--- config.mk ---
export PLATFORM = sky130hd
export DESIGN_NAME = score_event_scheduler
export DESIGN_NICKNAME = d
export VERILOG_FILES = /design/src/rtl/score_event_scheduler.sv
export SDC_FILE = /design/constraint.sdc
export NUM_CORES = 1
export LEC_CHECK = 0
export ABC_AREA = 1
export CORE_UTILIZATION = 35
export DETAILED_ROUTE_END_ITERATION = 8
export DONT_BUFFER_PORTS = 1
export PLACE_DENSITY = 0.6
export SYNTH_ARGS = -nofsm -noshare
export SYNTH_HDL_FRONTEND = slang
export SYNTH_SLANG_ARGS = --single-unit
--- constraint.sdc ---
create_clock -name clk -period 4.8 [get_ports clk]
set_input_delay 0.48 -clock clk [delete_from_list [all_inputs] [get_ports clk]]
set_output_delay 0.48 -clock clk [all_outputs]
set_load 0.03 [all_outputs]
--- src/rtl/score_event_scheduler.sv ---
// Round-robin scheduler sharing one saturating score adder among collision sources; req edge to score is 2 clocks.
// No backpressure: pause freezes granting while edges keep queueing in saturating per-source counters (sticky overflow).
module score_event_scheduler #(
  parameter int NUM_SRC = 4,
  parameter int PEND_W  = 3,
  parameter int SCORE_W = 16
) (
  input  logic                 clk,
  input  logic                 resetN,
  input  logic                 clear,
  input  logic                 pause,
  input  logic [NUM_SRC-1:0]   req,
  input  logic [4*NUM_SRC-1:0] points,
  output logic [SCORE_W-1:0]   score,
  output logic                 add_valid,
  output logic [2:0]           add_src,
  output logic                 pending_any,
  output logic                 overflow
);

  logic [NUM_SRC-1:0]   req_d;
  logic [NUM_SRC-1:0]   evt;
  logic [PEND_W-1:0]    cnt [NUM_SRC];
  logic [NUM_SRC-1:0]   nz;
  logic [NUM_SRC-1:0]   sat;
  logic [2*NUM_SRC-1:0] nz2;
  logic [NUM_SRC-1:0]   rot;
  logic [2:0]           rr_ptr;
  logic [2:0]           rr_nxt;
  logic [3:0]           off;
  logic [3:0]           sum;
  logic                 grant_vld;
  logic [2:0]           grant_idx;
  logic [NUM_SRC-1:0]   grant_oh;
  logic [3:0]           pts;
  logic [SCORE_W:0]     score_sum;
  logic                 ovf_hit;

  assign evt = req & ~req_d;

  always_comb begin
    for (int i = 0; i < NUM_SRC; i++) begin
      nz[i]  = |cnt[i];
      sat[i] = &cnt[i];
    end
  end

  assign pending_any = |nz;

  // Rotating a doubled copy puts rr_ptr at bit 0, so the lowest set bit is the winner.
  assign nz2 = {nz, nz};
  assign rot = nz2[rr_ptr +: NUM_SRC];

  always_comb begin
    grant_vld = 1'b0;
    off       = '0;
    for (int k = NUM_SRC - 1; k >= 0; k--) begin
      if (rot[k]) begin
        grant_vld = 1'b1;
        off       = 4'(k);
      end
    end
    if (pause || clear) grant_vld = 1'b0;
    sum       = {1'b0, rr_ptr} + off;
    grant_idx = (sum >= 4'(NUM_SRC)) ? 3'(sum - 4'(NUM_SRC)) : 3'(sum);
    rr_nxt    = (grant_idx == 3'(NUM_SRC - 1)) ? 3'd0 : grant_idx + 3'd1;
  end

  always_comb begin
    grant_oh = '0;
    pts      = '0;
    ovf_hit  = 1'b0;
    for (int i = 0; i < NUM_SRC; i++) begin
      grant_oh[i] = grant_vld && (grant_idx == 3'(i));
      if (grant_oh[i]) pts = points[4*i +: 4];
      if (evt[i] && sat[i] && !grant_oh[i]) ovf_hit = 1'b1;
    end
  end

  assign score_sum = {1'b0, score} + {{(SCORE_W-3){1'b0}}, pts};

  // An edge coinciding with a grant nets to zero, so a saturated counter loses nothing then.
  always_ff @(posedge clk or negedge resetN) begin
    if (!resetN) begin
      for (int i = 0; i < NUM_SRC; i++) cnt[i] <= '0;
    end else if (clear) begin
      for (int i = 0; i < NUM_SRC; i++) cnt[i] <= '0;
    end else begin
      for (int i = 0; i < NUM_SRC; i++) begin
        if (evt[i] && !grant_oh[i]) begin
          if (!sat[i]) cnt[i] <= cnt[i] + PEND_W'(1);
        end else if (!evt[i] && grant_oh[i]) begin
          cnt[i] <= cnt[i] - PEND_W'(1);
        end
      end
    end
  end

  always_ff @(posedge clk or negedge resetN) begin
    if (!resetN) begin
      req_d     <= '0;
      rr_ptr    <= '0;
      score     <= '0;
      add_valid <= 1'b0;
      add_src   <= '0;
      overflow  <= 1'b0;
    end else if (clear) begin
      req_d     <= req;
      rr_ptr    <= '0;
      score     <= '0;
      add_valid <= 1'b0;
      add_src   <= '0;
      overflow  <= 1'b0;
    end else begin
      req_d     <= req;
      add_valid <= grant_vld;
      if (ovf_hit) overflow <= 1'b1;
      if (grant_vld) begin
        rr_ptr  <= rr_nxt;
        add_src <= grant_idx;
        score   <= score_sum[SCORE_W] ? {SCORE_W{1'b1}} : score_sum[SCORE_W-1:0];
      end
    end
  end

endmodule

======== Word level (Yosys, flattened, before mapping) ========
Index checks and enable logic that the tools add are counted.
Widths: inputs -> output; s select.
operators by class
  add/subtract/negate cells ............... 12
  multipliers ............................. 0
  divide/modulo/power cells ............... 0
  magnitude comparators ................... 1
  equal/unequal tests ..................... 7
  shift-type cells ........................ 1
  muxes and demuxes ....................... 42
  bitwise operators ....................... 2
  reduce and logical (&&, ||, !) cells .... 49
operators by type and width
  kind                 number
  $mux 3               18
  $mux 16              3
  $mux 4               7
  $logic_and 1x1->1    20
  $add 16x4->17        1
  $add 3x1->3 const B  5
  $mux 1               12
  $mux 12              1
  $ne 3x3->1 const B   4
  $reduce_and 3->1     4
  $reduce_bool 3->1    4
  $reduce_or 12->1     1
  $reduce_or 3->1      4
  $sub 3x1->3 const B  4
  $logic_not 1->1      8
  $reduce_and 2->1     4
  $shiftx 8x4->4       1
  $eq 3x2->1 const B   2
  $add 3x4->4          1
  $and 4x4->4          1
  $ge 4x3->1 const B   1
  $not 4->4            1
  $reduce_bool 2->1    2
  $eq 3x1->1 const B   1
  4 further kinds      4
storage, ports and cells
  register bits ........................... 40
  bits in latches ......................... 0
  bits in writable memories ............... 0
  ROM bits ................................ 0
  bits of input ports ..................... 24
  output and inout port bits .............. 22
  memories ................................ 0

======== Logic depth before layout (Yosys ltp) ========
Gate-level depths: netlist of run 1.
  word-level depth ........................ 19
  depth in mapped cells ................... 29

======== Worst setup path after synthesis of run 1 ========
Ideal clock, no wire load.
  path kind ............................... flip-flop to flip-flop
  start ................................... register rr_ptr[1]
  end ..................................... register score[3]
  library setup time ...................... 0.076 ns
  arrival time ............................ 4.046 ns
  data required time ...................... 4.724 ns
  slack ................................... 0.678 ns
  cell stages (with the launch flop) ...... 28
  buffers on the path ..................... 1
  cells stage by stage .................... dfrtp_1 > inv_2 > nor2_4 > nand3_1 > nand2_1 > inv_2 > nand3_1 > a21boi_0 > ha_1 > fa_1 > ha_1 > inv_1 > nor2_1 > nand3_4 > buf_6 > nand3_1 > nand2_1 > nand2_1 > ha_1 > inv_1 > fa_1 > nor2_1 > a211oi_2 > nor3_4 > nand3_2 > nor2_2 > a21oi_1 > o21ai_1
on the way
  cells in the longest elaborated chain, start to end .. 18
ends and longest elaborated chain
  what                                              line  RTL
  start: declaration                                28    logic [2:0] rr_ptr;
  start signal: assignment                          119   rr_ptr <= rr_nxt;
  $shiftx 8x4->4                                    52    assign rot = nz2[rr_ptr +: NUM_SRC];
  $mux 2                                            58    if (rot[k]) begin
  $mux 4 (3 in series)                              58
  $add 3x4->4                                       64    sum = {1'b0, rr_ptr} + off;
  $ge 4x3->1 / $sub 3x3->3 (equally long branches)  65    grant_idx = (sum >= 4'(NUM_SRC)) ? 3'(sum - 4'(NUM_SRC)) : 3'(sum);
  $mux 3                                            65
  $logic_not 3->1                                   74    grant_oh[i] = grant_vld && (grant_idx == 3'(i));
  $logic_and 1x1->1                                 74
  $mux 4 (4 in series)                              75    if (grant_oh[i]) pts = points[4*i +: 4];
  $add 16x4->17                                     80    assign score_sum = {1'b0, score} + {{(SCORE_W-3){1'b0}}, pts};
  $mux 16                                           121   score <= score_sum[SCORE_W] ? {SCORE_W{1'b1}} : score_sum[SCORE_W-1:0];
  $mux 16                                           118   if (grant_vld) begin
  $mux 16                                           107   end else if (clear) begin
  end signal: assignment                            121
  end: declaration                                  14    output logic [SCORE_W-1:0] score,
Parallel ways exist; a longest one is shown, timed or not. The select of a mux whose other input is x is not followed.
A chain may end at the register's enable or synchronous reset.

======== Final worst setup path of run 1 ========
  start ................................... register cnt[0] in the netlist's numbering
  end ..................................... register score[14]
on the way
  cells in the longest elaborated chain, start to end .. 19
ends and longest elaborated chain
  what                                              line  RTL
  start: declaration                                23    logic [PEND_W-1:0] cnt [NUM_SRC];
  start signal: indexed assignment                  91    if (!sat[i]) cnt[i] <= cnt[i] + PEND_W'(1);
  start signal: indexed assignment                  93    cnt[i] <= cnt[i] - PEND_W'(1);
  $reduce_or 3->1 (*)                               43    nz[i] = |cnt[i];
  $shiftx 8x4->4 (*)                                52
  $mux 2                                            58
  $mux 4 (3 in series)                              58
  $add 3x4->4                                       64
  $ge 4x3->1 / $sub 3x3->3 (equally long branches)  65
  $mux 3                                            65
  $logic_not 3->1                                   74
  $logic_and 1x1->1                                 74
  $mux 4 (4 in series)                              75
  $add 16x4->17                                     80
  $mux 16                                           121
  $mux 16                                           118
  $mux 16                                           107
Mark *: on every way between the ends. The rest lies on a longest branch, timed or not. The select of a mux whose other input is x is not followed.

==> flow_metrics.tcl, run 1 <==
set metrics [dict create \
    multi_input_comb_area_um2 1880 \
    drive_above_1_share_pct 22.9 \
    netlist_instances 419 \
    area_growth_pct 12.0 \
    root_buffer "clkbuf_8" \
    layout.nets 476 \
    worstPathRequired_ns 4.99 \
    max-cap-violations 0 \
    synth_edf_count 0 \
    dieArea_um2 9350 \
    clock_path_buffers 2 \
    io_buffers 0 \
    synthTopCellsByArea "dfrtp_1, nand2_1, nand3_1" \
    slew_violations 0 \
    synth_area_um2 3140 \
    num-fill-cells 904 \
    finalInstanceArea_um2 3510 \
    drt_wl_total_um 7600 \
    min_path_type "input port to asynchronous set/reset pin" \
    clk_latency_ns 0.30 \
    place.gp.congestion 0.858 \
    mostFrequentLayoutCell "nand2_1" \
    max_stage_delay_ns 0.46 \
    tightest_slew_ns 0.630 \
    cts_tree "built" \
    drt_iter0_drc 152 \
    clk_pin_slew_ns 0.09 \
    cp_common_cell "nand3_1" \
    ys.warnings.count 0 \
    placed_area_um2 3270 \
    synth_top_area_share_pct 31.9 \
    hpwl_um 5820 \
    yosys.area.top_type "dfrtp_1" \
    syn-num-nets 459 \
    max_freq_mhz 221 \
    yosysSeqAreaShare_pct 31.9 \
    wire_per_inst_um 13.9 \
    grt_usage_pct 16.7 \
    cp_max_fo 5 \
    vias 2771 \
    crit_path_end_kind "register" \
    htree_levels 2 \
    timing.final.hold_violations 0 \
    async_flop_share_pct 100 \
    pin_count 46 \
    cts_sinks 40 \
    die_width_um 96.7 \
    core_um2 8720 \
    grt_pass1_vias 2753 \
    setup_viol 0 \
    stdcell_count 545 \
    numPlacedInstances 528 \
    cp_slowest_cell "fa_2" \
    via_per_inst 5.08 \
    skew_ns 0.0130 \
    ys_ff_latch 40 \
    grt_max_degree 41 \
    arrival_ns 4.71 \
    outcome "completed" \
    regArea_um2 1000 \
    drtAntennaViolNets 0 \
    power_density_nw_per_um2 529 \
    p_leak_nw 1.72 \
    drtPass1Iterations 6 \
    drc_errors 0 \
    antenna_found_initial 0 \
    setup.worst_path.class "register to register" \
    postSynthAreaPerCell_um2 7.49 \
    numCtsBuffers 5 \
    grt_pass1_wl_um 12900 \
    die_h_um 96.7 \
    start_kind "register" \
    fin_crit_sh_pct 94.2 \
    overflow 0 \
    initial_core_util_pct 36.0 \
    min_period_ns 4.52 \
    vdd_drop_max_uv 213 \
    synth_ff_type "dfrtp_1" \
    rows 34 \
    final_cell_mix "nand2_1, inv_1, nand3_1" \
    diodes 0 \
    final_core_utilization_pct 40.3 \
    synth_cell_types 40 \
    relSlewSlack_pct 57.8 \
]
[metal layers]
metal  track usage, %  vias up  part of all wire, %
li1                 -     1391                    -
met1             20.1     1319                   43
met2             30.1       54                   51
met3             4.19        7                  4.9
met4             3.10        0                 0.72
met5                0        -                    0
[synth_stat cells (all sizes together) (2+ instances only)]
cell   instances
a21o           2
a21oi          7
buf            6
dfrtp         40
fa             6
ha            10
inv           69
nand2        100
nand3         68
nand4          9
nor2          36
nor3           7
nor4           2
o21ai         39
o22ai          3
xnor2          5
xor2           3
[what timing repair did]
| action | CTS | global route |
|---|---|---|
| buffers inserted | 0 | 8 |
| hold endpoints to repair | 40 | 0 |
| setup endpoints to repair | 0 | 16 |
| resized for setup | 0 | 23 |
| hold buffers | 1 | 0 |
[sequential cells by signal, indices dropped and copies added (netlist names)]
| register | flops |
|---|---|
| add_src | 3 |
| add_valid | 1 |
| cnt | 12 |
| overflow | 1 |
| req_d | 4 |
| rr_ptr | 3 |
| score | 16 |
[cell families after synthesis]
logic type / Yosys count / synth area share [%]
buffers and inverters: 76 / 10.2
AOI/OAI and AO/OA: 56 / 11.6
and+or+nand+nor: 223 / 36.3
DFF: 40 / 31.9
adders and majority gates: 16 / 7.81
xor gates and xnor gates: 8 / 2.23
[final cells by class]
| class | count | share of cell area (%) |
|---|---|---|
| multi-input cells | 303 | 53.5 |
| well taps | 108 | 3.84 |
| inverters | 70 | 7.62 |
| clock inverters | 3 | 0.534 |
| clock buffers | 5 | 1.96 |
| flip-flops and latches | 40 | 28.6 |
| repair buffers | 16 | 3.99 |
[report_power, final]
group          total, mW  switching, mW  internal [mW]
logic               1.11          0.678          0.433
registers          0.522          0.117          0.405
clock network      0.228          0.126          0.102
total               1.86          0.922          0.939
[worst max-delay path, delay by kind of cell, from the launching register on]
kind | cells | cell delay, ns
AOI/OAI and AO/OA | 5 | 0.54
adders and majority gates | 5 | 1.36
and+or+nand+nor | 12 | 1.34
buffers and inverters | 7 | 0.75
DFF | 1 | 0.43
[worst paths after layout]
path	depth (start not counted)	end	slack, ns	startpoint
max in group asynchronous	1	rr_ptr[0]$_DFFE_PN0P_	4.56	resetN
min reg2reg	2	cnt[3]$_DFFE_PN0P_	0.57	cnt[3]$_DFFE_PN0P_
min	1	score[14]$_DFFE_PN0P_	0.01	resetN
max reg2reg	29	score[14]$_DFFE_PN0P_	0.28	cnt[0]$_DFFE_PN0P_
max	29	score[14]$_DFFE_PN0P_	0.28	cnt[0]$_DFFE_PN0P_
min in group clk	0	req_d[3]$_DFF_PN0_	0.21	req[3]
[metrics by stage]
step	TNS, ns	setup WS [ns]	total power [mW]	hold slack, ns
4_1_cts	0	0.0166	1.77	0.0180
5_1_grt	-0.220	-0.0786	2.05	0.00588
2_1_floorplan	0	0.678	1.30	0.184
3_3_place_gp	0	0.0812	1.51	0.185
3_5_place_dp	0	0.00635	1.52	0.185
6_report	0	0.280	1.86	0.0120
No activity file was read; power rests on OpenSTA's default activity.
==> run 2, diff against run 1 <==
--- a/config.mk
+++ b/config.mk
@@ -6,10 +6,11 @@
 export NUM_CORES = 1
 export LEC_CHECK = 0
 export ABC_AREA = 1
-export CORE_UTILIZATION = 35
+export CORE_UTILIZATION = 55
 export DETAILED_ROUTE_END_ITERATION = 8
 export DONT_BUFFER_PORTS = 1
-export PLACE_DENSITY = 0.6
+export GPL_TIMING_DRIVEN = 0
+export PLACE_DENSITY = 0.81
 export SYNTH_ARGS = -nofsm -noshare
 export SYNTH_HDL_FRONTEND = slang
 export SYNTH_SLANG_ARGS = --single-unit
==> run 2 against run 1 <==
Net effect: the flow now finishes with violations (negative hold slack); clock power grew 37%; sequential share of layout area shrank 0.091 points; clock skew grew 0.0021 ns; setup slack worse by 0.042 ns; critical path type unchanged; critical endpoint is now score[15]$_DFFE_PN0P_; highest routed layer unchanged.
==> flow_metrics.tcl, run 2 (synthesis gave the netlist of run 1 again) <==
set metrics [dict create \
    crit_path_end_kind "register" \
    worst-path-stages 28 \
    mostFrequentLayoutCell "nand2_1" \
    diodes 0 \
    grt_pass1_vias 2728 \
    drtAntennaViolNets 0 \
    final_cell_mix "nand2_1, inv_1, nand3_1" \
    place.gp.congestion 0.901 \
    violations "negative hold slack" \
    area_growth_pct 12.3 \
    grt_usage_pct 25.0 \
    setup_viol 0 \
    layout.nets 474 \
    crit_family "simple AND/OR/NAND/NOR gates" \
    max-cap-violations 0 \
    min_path_type "input port to asynchronous set/reset pin" \
    startpoint "cnt[5]$_DFFE_PN0P_" \
    die_width_um 77.6 \
    outcome "finished with violations" \
    hpwl_um 5470 \
    wire_per_inst_um 14.8 \
    clk_pin_slew_ns 0.09 \
    overflow 0 \
    clk_latency_ns 0.31 \
    reg.largest.list "score (16), cnt (12), req_d (4)" \
    max_stage_delay_ns 0.47 \
    p_leak_nw 1.72 \
    path_buf_inv 4 \
    setup.worst_path.class "register to register" \
    pin_count 46 \
    cp_max_fo 6 \
    dieArea_um2 6010 \
    power_density_nw_per_um2 564 \
    drt_wl_total_um 7490 \
    grt_pass1_wl_um 11800 \
    power_mw 1.99 \
    htree_levels 2 \
    vias 2875 \
    start_kind "register" \
    switchingPower_mw 0.960 \
    r2r_cells 28 \
    drive_above_1_share_pct 22.3 \
    regMostFlops "score" \
    io_buffers 0 \
    die_h_um 77.6 \
    rows 27 \
    max_freq_mhz 219 \
    relSlewSlack_pct 69.0 \
    placed_area_um2 3230 \
    fin_crit_sh_pct 95.0 \
    largest_register_ffs 16 \
    via_per_inst 5.67 \
    clock_path_buffers 2 \
    vdd_drop_max_uv 310 \
    p_seq_share_pct 26.6 \
    switching_share_pct 48.2 \
    cts_tree "built" \
    cp_slowest_cell "fa_2" \
    root_buffer "clkbuf_8" \
    finalInstanceArea_um2 3530 \
    pwr-share-clk_pct 15.7 \
    timing.final.hold_violations 4 \
    antenna_found_initial 0 \
    grt_max_degree 41 \
    drtPass1Iterations 5 \
    numPlacedInstances 491 \
    tightest_slew_ns 0.462 \
    cp_common_cell "nand2_1" \
    slew_violations 0 \
    stdcell_count 507 \
    arrival_ns 4.77 \
    combPwrFrac_pct 57.7 \
    drc_errors 0 \
    core_um2 5510 \
    r2r-start "cnt[5]$_DFFE_PN0P_" \
    fin_hold_ws_ns -0.00305 \
    worstPathRequired_ns 5.00 \
    drt_iter0_drc 119 \
    skew_ns 0.0151 \
    numCtsBuffers 5 \
    initial_core_util_pct 57.0 \
    min_period_ns 4.56 \
    p_int_mw 1.03 \
    cts_sinks 40 \
]
run 2: cell count changes in the layout (fill, tap and decap cells not counted), moves of 2 or more:
cell      delta
clkinv_2     -2
buf_6        +4
clkbuf_8     +2
nor2_2       -5
buf_2        +2
nor2_1       +2
nor2_4       +3
buf_4        -8
run 2: cell type report:
type | count | area, um2
Sequential cell | 40 | 1000
Inverter | 70 | 268
Multi-Input combinational cell | 303 | 1910
Clock buffer | 7 | 96.3
Fill cell | 449 | 1980
Clock inverter | 1 | 30.0
Timing Repair Buffer | 8 | 72.6
Tap cell | 72 | 90.1
Buffer | 6 | 55.1
run 2: through the flow:
step | setup slack [ns] | utilization [%] | TNS (ns)
global route | -0.0714 | 64.0 | -0.216
finish | 0.238 | 64.0 | 0
floorplan | 0.678 | - | 0
detailed placement | -0.0831 | 58.6 | -0.361
CTS | -0.0148 | 61.5 | -0.0148
global placement | 0.0397 | 58.6 | 0
run 2: path summary, 6_finish.rpt:
path                            slack (ns)               endpoint
worst max-delay path                  0.24  score[15]$_DFFE_PN0P_
worst max register to register        0.24  score[15]$_DFFE_PN0P_
min in group clk                      0.20     req_d[2]$_DFF_PN0_
worst min-delay path                -0.003  score[11]$_DFFE_PN0P_
worst min register to register        0.57     cnt[9]$_DFFE_PN0P_
max in group asynchronous             4.57  rr_ptr[1]$_DFFE_PN0P_
run 2: power by group through the flow:
| stage | clock network, mW | logic [mW] | registers [mW] |
|---|---|---|---|
| after CTS | 0.312 | 0.997 | 0.521 |
| after global placement | 0 | 0.926 | 0.526 |
| after detailed placement | 0 | 0.978 | 0.527 |
| after global routing | 0.324 | 1.27 | 0.538 |
| final | 0.312 | 1.15 | 0.529 |
| after floorplan | 0 | 0.795 | 0.509 |
run 2: what timing repair did:
item | CTS | global route
endpoints found under the hold margin | 40 | 0
gates cloned | 0 | 0
setup buffers | 0 | 7
hold buffers | 1 | 0
pin swaps | 0 | 7
setup endpoints to repair | 8 | 16
gates resized for setup | 3 | 23
run 2: metal layers:
metal / wire length (um) / global-route usage, % / part of all wire, % / up-vias
li1: - / - / - / 1396
met1: 2920 / 26.7 / 39 / 1352
met2: 3910 / 45.9 / 52 / 108
met3: 496 / 5.76 / 6.6 / 19
met4: 161 / 12.3 / 2.1 / 0
met5: 0 / 0 / 0 / -
